--- src/rtl/pipe_hazard_ctrl.sv ---
// Pipeline control unit: arbitrates traps, jump redirects, EX busy and ID
// hazards into stall/flush buses for the PC, IF/ID and ID/EX registers,
// handles the redirect handshake with the IFU and watches for stall deadlock.
//
// state    | meaning
// ---------+------------------------------------------------------------
// RUN      | normal issue; stall/flush taken from the live requests
// REDIRECT | redirect presented to the IFU, waiting for ifu_ready_i
// DRAIN    | redirect accepted; flushing wrong-path fetches still in flight

`ifndef CU_BUS_WIDTH
`define CU_BUS_WIDTH 2
`endif
`ifndef CU_STALL
`define CU_STALL 0
`endif
`ifndef CU_FLUSH
`define CU_FLUSH 1
`endif
`ifndef INST_ADDR_WIDTH
`define INST_ADDR_WIDTH 32
`endif

module pipe_hazard_ctrl #(
  parameter int unsigned FLUSH_CYCLES  = 2,
  parameter int unsigned STALL_TIMEOUT = 1023,
  parameter int unsigned CNT_W         = 10
) (
  input  logic                          clk,
  input  logic                          rst,
  input  logic                          trap_req_i,
  input  logic [`INST_ADDR_WIDTH-1:0]   trap_addr_i,
  input  logic                          jump_req_i,
  input  logic [`INST_ADDR_WIDTH-1:0]   jump_addr_i,
  input  logic                          ex_busy_i,
  input  logic                          hazard_stall_i,
  input  logic                          ifu_ready_i,
  output logic [`CU_BUS_WIDTH-1:0]      stall_flag_pc_o,
  output logic [`CU_BUS_WIDTH-1:0]      stall_flag_if_id_o,
  output logic [`CU_BUS_WIDTH-1:0]      stall_flag_id_ex_o,
  output logic                          redirect_valid_o,
  output logic [`INST_ADDR_WIDTH-1:0]   redirect_addr_o,
  output logic                          busy_o,
  output logic                          stall_timeout_o
);

  localparam int unsigned DRAIN_W = (FLUSH_CYCLES < 2) ? 1 : $clog2(FLUSH_CYCLES + 1);

  localparam logic [`CU_BUS_WIDTH-1:0] BUS_NONE  = '0;
  localparam logic [`CU_BUS_WIDTH-1:0] BUS_STALL = `CU_BUS_WIDTH'(1) << `CU_STALL;
  localparam logic [`CU_BUS_WIDTH-1:0] BUS_FLUSH = `CU_BUS_WIDTH'(1) << `CU_FLUSH;

  typedef enum logic [1:0] {
    ST_RUN      = 2'd0,
    ST_REDIRECT = 2'd1,
    ST_DRAIN    = 2'd2
  } state_t;

  state_t                        state, state_nxt;
  logic                          valid_nxt;
  logic [`INST_ADDR_WIDTH-1:0]   addr_nxt;
  logic [DRAIN_W-1:0]            drain_cnt, drain_nxt;
  logic [CNT_W-1:0]              stall_cnt;
  logic                          any_stall;

  // Flag buses: combinational so a request is honoured in its own cycle.
  always_comb begin
    stall_flag_pc_o    = BUS_NONE;
    stall_flag_if_id_o = BUS_NONE;
    stall_flag_id_ex_o = BUS_NONE;
    unique case (state)
      ST_RUN: begin
        if (trap_req_i || jump_req_i) begin
          stall_flag_if_id_o = BUS_FLUSH;
          stall_flag_id_ex_o = BUS_FLUSH;
        end else if (ex_busy_i) begin
          stall_flag_pc_o    = BUS_STALL;
          stall_flag_if_id_o = BUS_STALL;
          stall_flag_id_ex_o = BUS_STALL;
        end else if (hazard_stall_i) begin
          // bubble: hold fetch/decode, squash what would enter EX
          stall_flag_pc_o    = BUS_STALL;
          stall_flag_if_id_o = BUS_STALL;
          stall_flag_id_ex_o = BUS_FLUSH;
        end
      end
      ST_REDIRECT: begin
        stall_flag_pc_o    = BUS_STALL;
        stall_flag_if_id_o = BUS_FLUSH;
        stall_flag_id_ex_o = BUS_FLUSH;
      end
      ST_DRAIN: begin
        stall_flag_if_id_o = BUS_FLUSH;
        stall_flag_id_ex_o = BUS_FLUSH;
      end
      default: begin
        stall_flag_pc_o    = BUS_NONE;
      end
    endcase
  end

  assign any_stall = stall_flag_pc_o[`CU_STALL] | stall_flag_if_id_o[`CU_STALL] |
                     stall_flag_id_ex_o[`CU_STALL];
  assign busy_o    = (state != ST_RUN);

  // Next-state, redirect request and drain counter; a trap always wins.
  always_comb begin
    state_nxt = state;
    valid_nxt = redirect_valid_o;
    addr_nxt  = redirect_addr_o;
    drain_nxt = drain_cnt;
    unique case (state)
      ST_RUN: begin
        if (trap_req_i || jump_req_i) begin
          state_nxt = ST_REDIRECT;
          valid_nxt = 1'b1;
          addr_nxt  = trap_req_i ? trap_addr_i : jump_addr_i;
        end
      end
      ST_REDIRECT: begin
        if (trap_req_i) begin
          // an accept in this same cycle consumes the old redirect; the
          // trap target is presented fresh next cycle
          valid_nxt = 1'b1;
          addr_nxt  = trap_addr_i;
        end else if (ifu_ready_i) begin
          state_nxt = ST_DRAIN;
          valid_nxt = 1'b0;
          drain_nxt = DRAIN_W'(FLUSH_CYCLES);
        end
      end
      ST_DRAIN: begin
        if (trap_req_i) begin
          state_nxt = ST_REDIRECT;
          valid_nxt = 1'b1;
          addr_nxt  = trap_addr_i;
          drain_nxt = '0;
        end else if (drain_cnt <= DRAIN_W'(1)) begin
          state_nxt = ST_RUN;
          drain_nxt = '0;
        end else begin
          drain_nxt = drain_cnt - DRAIN_W'(1);
        end
      end
      default: begin
        state_nxt = ST_RUN;
        valid_nxt = 1'b0;
        drain_nxt = '0;
      end
    endcase
  end

  // State and redirect registers; reset kills any pending redirect.
  always_ff @(posedge clk or posedge rst) begin
    if (rst) begin
      state            <= ST_RUN;
      redirect_valid_o <= 1'b0;
      redirect_addr_o  <= '0;
      drain_cnt        <= '0;
    end else begin
      state            <= state_nxt;
      redirect_valid_o <= valid_nxt;
      redirect_addr_o  <= addr_nxt;
      drain_cnt        <= drain_nxt;
    end
  end

  // Deadlock watchdog: consecutive RUN stall cycles, saturating, sticky flag.
  always_ff @(posedge clk or posedge rst) begin
    if (rst) begin
      stall_cnt       <= '0;
      stall_timeout_o <= 1'b0;
    end else begin
      if (state == ST_RUN) begin
        if (any_stall) begin
          if (stall_cnt != {CNT_W{1'b1}}) stall_cnt <= stall_cnt + CNT_W'(1);
        end else begin
          stall_cnt <= '0;
        end
      end
      if ((STALL_TIMEOUT != 0) && (stall_cnt == CNT_W'(STALL_TIMEOUT)))
        stall_timeout_o <= 1'b1;
    end
  end

endmodule

--- config.mk ---
export PLATFORM = sky130hd
export DESIGN_NAME = pipe_hazard_ctrl
export DESIGN_NICKNAME = d
export VERILOG_FILES = /design/src/rtl/pipe_hazard_ctrl.sv
export SDC_FILE = /design/constraint.sdc
export NUM_CORES = 1
export LEC_CHECK = 0
export CAP_MARGIN = 10
export CORE_MARGIN = 5
export CORE_UTILIZATION = 46
export DETAILED_ROUTE_END_ITERATION = 10
export PLACE_DENSITY = 0.95
export SLEW_MARGIN = 15
export SYNTH_ARGS = -nofsm -noshare
export SYNTH_HDL_FRONTEND = slang
export SYNTH_SLANG_ARGS = --single-unit
--- constraint.sdc ---
create_clock -name clk -period 3.3 [get_ports clk]
set_input_delay 0.66 -clock clk [delete_from_list [all_inputs] [get_ports clk]]
set_output_delay 0.66 -clock clk [all_outputs]
set_load 0.1 [all_outputs]
# Word-level counts from Yosys, hierarchy flattened
# Cells that the tools add are included.
# totals
register_bits,48
output_inout_bits,41
# classes
add_sub_neg,2
magnitude_cmp,1
eq_ne,12
n_mux,30
bitwise_logic,3
reduce_logical,10
# op_table
cell,count
$mux 32,3
$pmux 32 s2,1
$mux 2,11
$mux 10,2
$pmux 2 s3,2
$add 10x1->10 const B,1
$eq 10x10->1 const B,1
$ne 10x10->1 const B,1
$reduce_and 3->1,3
$ne 2x2->1 const B,4
$pmux 2 s2,2
$mux 1,7
$ne 3x3->1 const B,2
$ne 2x1->1 const B,2
$reduce_and 4->1,1
$reduce_bool 2->1,2
$pmux 1 s3,1
$eq 2x1->1 const B,1
$eq 2x2->1 const B,1
$le 2x1->1 const B,1
$logic_not 2->1,1
$or 1x1->1,2
$pmux 1 s2,1
$reduce_and 2->1,1
4 further kinds,4

# Logic depth before layout (Yosys ltp)
# logic_depth
depth_word,8
depth_mapped,9
ltp_nobuf,7

# Worst setup path after synthesis
# OpenSTA, ideal clock, no wires.
# synth_path
path_kind,register -> output
startpoint,reg state[0]
endpoint,out stall_flag_pc_o[0]
arrival_ns,3.612
t_required_ns,2.640
setup_slack_ns,-0.972
stages_incl_launch_ff,5
path_cell_list,dfrtp_1 -> inv_1 -> ha_1 -> inv_1 -> o31ai_1
# synth_via
elab_chain_cells,2
word_cells_on_any_way,3
# synth_rtl
item,line,text
from (decl),59,"state_t state, state_nxt;"
from (signal assigned),161,state <= state_nxt;
$eq 2x1->1 or $logic_not 2->1 (tied branches),71,unique case (state)
$pmux 1 s2 *,71,
to (decl),38,"output logic [`CU_BUS_WIDTH-1:0] stall_flag_pc_o,"
# Every way passes the cells marked *; elsewhere a longest branch is shown, timed or not.

# Worst setup path after layout
# layout_path
startpoint,in trap_req_i
endpoint,out stall_flag_pc_o[0]
# layout_via
elab_chain_cells,3
# layout_rtl
item,line,text
from (decl),31,"input logic trap_req_i,"
$logic_or 1x1->1,73,if (trap_req_i || jump_req_i) begin
$mux 1,73,
$pmux 1 s2,71,
# Every way passes these cells.

==> flow_metrics.env <==
export IMPL_first_pass_iters=4
export IMPL_r2r_slack_ns=1.10
export IMPL_die_w_um=84.6
export IMPL_antenna_found_initial=0
export IMPL_cp_start_kind="primary input"
export IMPL_holdCritPathClass="reg -> reg"
export IMPL_tightest_slew_ns=0.962
export IMPL_portBuffers=110
export IMPL_cts_tree="yes"
export IMPL_cts_hold_buf=0
export IMPL_htreeDepth=2
export IMPL_fin_crit_sh_pct=86.6
export IMPL_numCtsBuffers=5
export IMPL_coreArea_mm2=0.00547
export IMPL_synth_warnings=0
export IMPL_postCtsSetupBuffers=0
export IMPL_rsz0062_at_grt="false"
export IMPL_cts_sinks=48
export IMPL_clock_skew_ns=0.00511
export IMPL_cts_resized=0
export IMPL_finalHoldViolCount=0
export IMPL_dp_hpwl_um=5100
export IMPL_relSlewSlack_pct=35.8
export IMPL_r2r_start="state[0]"
export IMPL_dp_slack_ns=0.429
export IMPL_dieArea_mm2=0.00715
export IMPL_worstPathMaxFanout=7
export IMPL_wl_met1_um=2570
export IMPL_dieHeight_um=84.6
export IMPL_worstPathCellList="clkdlybuf4s50_1 > or3b_4 > o31ai_2 > buf_12"
export IMPL_wl_per_cell_um=14.6
export IMPL_critPathKind="in -> out"
export IMPL_synth_cells=263
export IMPL_io_pins=112
export IMPL_met2WireLength_um=3310
export IMPL_reg2regPathDepth=6
export IMPL_top_layer_used="met4"
export IMPL_crit_end="stall_flag_pc_o[0]"
export IMPL_crit_start="trap_req_i"
export IMPL_wl_met3_um=478
export IMPL_wirelength_um=6460
export IMPL_gp_congestion=0.799
export IMPL_synth_edf_count=0
export IMPL_grt_max_degree=65
export IMPL_multi_input_area_mm2=0.00128
export IMPL_layout_cells_non_filler=441
export IMPL_async_flop_share_pct=100
export IMPL_cp_slowest_cell="clkdlybuf4s50_1"
export IMPL_clkLatencyLatePin_ns=0.28
export IMPL_arrival_ns=2.20
export IMPL_r2r_end="redirect_addr_o[23]"
export IMPL_clockRootBuffer="clkbuf_8"
export IMPL_ys_types=42
export IMPL_vias=2274
export IMPL_outcome="finished clean"
export IMPL_drt_initial_drc_count=62
export IMPL_max_freq_mhz=350
export IMPL_remaining_drc_errors=0
export IMPL_grt_pass1_vias=2333
export IMPL_path_delay_family="buffers and inverters"
export IMPL_synth_ff_type="dfrtp_1"
export IMPL_postRouteAntennaNets=0
export IMPL_seq_area_mm2=0.00120
export IMPL_synth_nets=341
export IMPL_place_inst=434
export IMPL_final_core_util_pct=68.9
export IMPL_start_util_pct=46.8
export IMPL_worst_path_stages=4
export IMPL_fillerInstances=433
export IMPL_n_antenna_cell=0
export IMPL_num_rows=27
export IMPL_areaGrowthSynthToFinish_pct=47.3
export IMPL_min_delay_start="drain_cnt[0]"
export IMPL_cap_viol_max_count=0
export IMPL_syn_cell_area_mm2=0.00256
export IMPL_layout_drive_gt1_share_pct=18.2
export IMPL_whs_ns=0.486
export IMPL_grt_total_usage_pct=17.7
export IMPL_grt_pass1_wl_um=10400
export IMPL_final_common_cell="clkdlybuf4s50_1"
export IMPL_final_cell_mix="clkdlybuf4s50_1, dfrtp_1, nor2_1, a21oi_1, buf_4"
export IMPL_drv_slew=0
export IMPL_cpPeakStageDelay_ns=0.55
export IMPL_finalSetupViolCount=0
export IMPL_required_ns=2.64
export IMPL_fin_ws_ns=0.443
export IMPL_cp_num_buf_inv=2
export IMPL_ys_ff_latch=48
export IMPL_cts_clk_slew_worst_paths_ns=0.08
export IMPL_synth_seq_area_share_pct=46.9
export IMPL_clockBufferDepth=2
export IMPL_cp_end_kind="output pin"
export IMPL_period_needed_ns=2.86
export IMPL_nets=447
export IMPL_syn_avg_cell_area_um2=9.73
export IMPL_vias_per_cell=5.16
export IMPL_grt_ovfl_total=0
-- Yosys cell counts (2+ instances only) --
| library cell | n | share of area (%) |
|---|---|---|
| ha_1 | 7 | 3.4 |
| o21a_1 | 2 | 0.59 |
| nand3_1 | 10 | 2.0 |
| a31o_1 | 3 | 1.0 |
| nand2_1 | 8 | 1.2 |
| and3_1 | 3 | 0.73 |
| buf_2 | 9 | 1.8 |
| or2_2 | 3 | 0.73 |
| clkbuf_1 | 2 | 0.29 |
| inv_1 | 8 | 1.2 |
| buf_1 | 2 | 0.29 |
| nor2_1 | 44 | 6.5 |
| dfrtp_1 | 48 | 47 |
| a2bb2oi_2 | 2 | 1.2 |
| mux2i_1 | 33 | 13 |
| nor3_1 | 6 | 1.2 |
| a32o_1 | 2 | 0.78 |
| o31ai_1 | 3 | 0.88 |
| nor2b_1 | 2 | 0.49 |
| o21ai_1 | 3 | 0.59 |
| a21oi_1 | 39 | 7.6 |
| nor3_4 | 2 | 1.3 |
| o21ai_0 | 3 | 0.59 |
-- worst register-to-register path: cells and delay by family, from the launching register on --
kind	cells	cell delay (ns)
compound gates	1	0.09
fa+ha+maj	1	0.44
buf+inv	2	0.61
flops	1	0.48
mux	1	0.30
simple gates	1	0.14
-- per-stage QoR --
step	TNS, ns	instance area, µm²
final	0	3770
after global routing	0	3770
after CTS	0	3770
after detailed placement	0	3690
after global placement	0	3690
after floorplan	-0.119	2580
-- state kept, by name, summed over array words and instances, names as in the netlist --
signal	flops
stall_timeout_o	1
drain_cnt	2
state	2
redirect_addr_o	32
stall_cnt	10
redirect_valid_o	1
-- kinds of logic (layout without fill, tap and decap cells) --
kind of cell               after synthesis  in the layout  share of synthesized area (%)
AOI/OAI and AO/OA                       66             66                           16.1
adders and majority gates                7              7                           3.42
buffers and inverters                   22            128                           3.81
DFF                                     48             48                           46.9
muxes                                   33             33                           12.9
other                                    1              1                          0.147
and+or+nand+nor                         86             86                           16.7
-- final cells by class --
class	count	area share, %
sequential	48	31.9
timing repair buffer	113	28.8
inverter	8	0.797
tap	72	2.39
multi-input combinational	193	34.1
clock inverter	1	0.133
clock buffer	6	1.93
-- how the worst min path moves through the flow --
stage / endpoint / slack [ns] / cells past startpoint
2_1_floorplan: drain_cnt[0] / 0.45 / 1
3_3_place_gp: drain_cnt[0] / 0.46 / 1
3_5_place_dp: stall_timeout_o / 0.46 / 1
4_1_cts: stall_timeout_o / 0.49 / 1
5_1_grt: stall_timeout_o / 0.49 / 1
6_report: drain_cnt[0] / 0.49 / 1
-- metal layers --
metal  GRT usage [%]  vias up
met5               0        -
met4            4.17        0
met3            5.89       10
met2            31.2       73
met1            20.7     1049
li1                -     1142
Power is not shown: default switching activity piles up to over one toggle a cycle in this logic, so the estimate is an artifact.
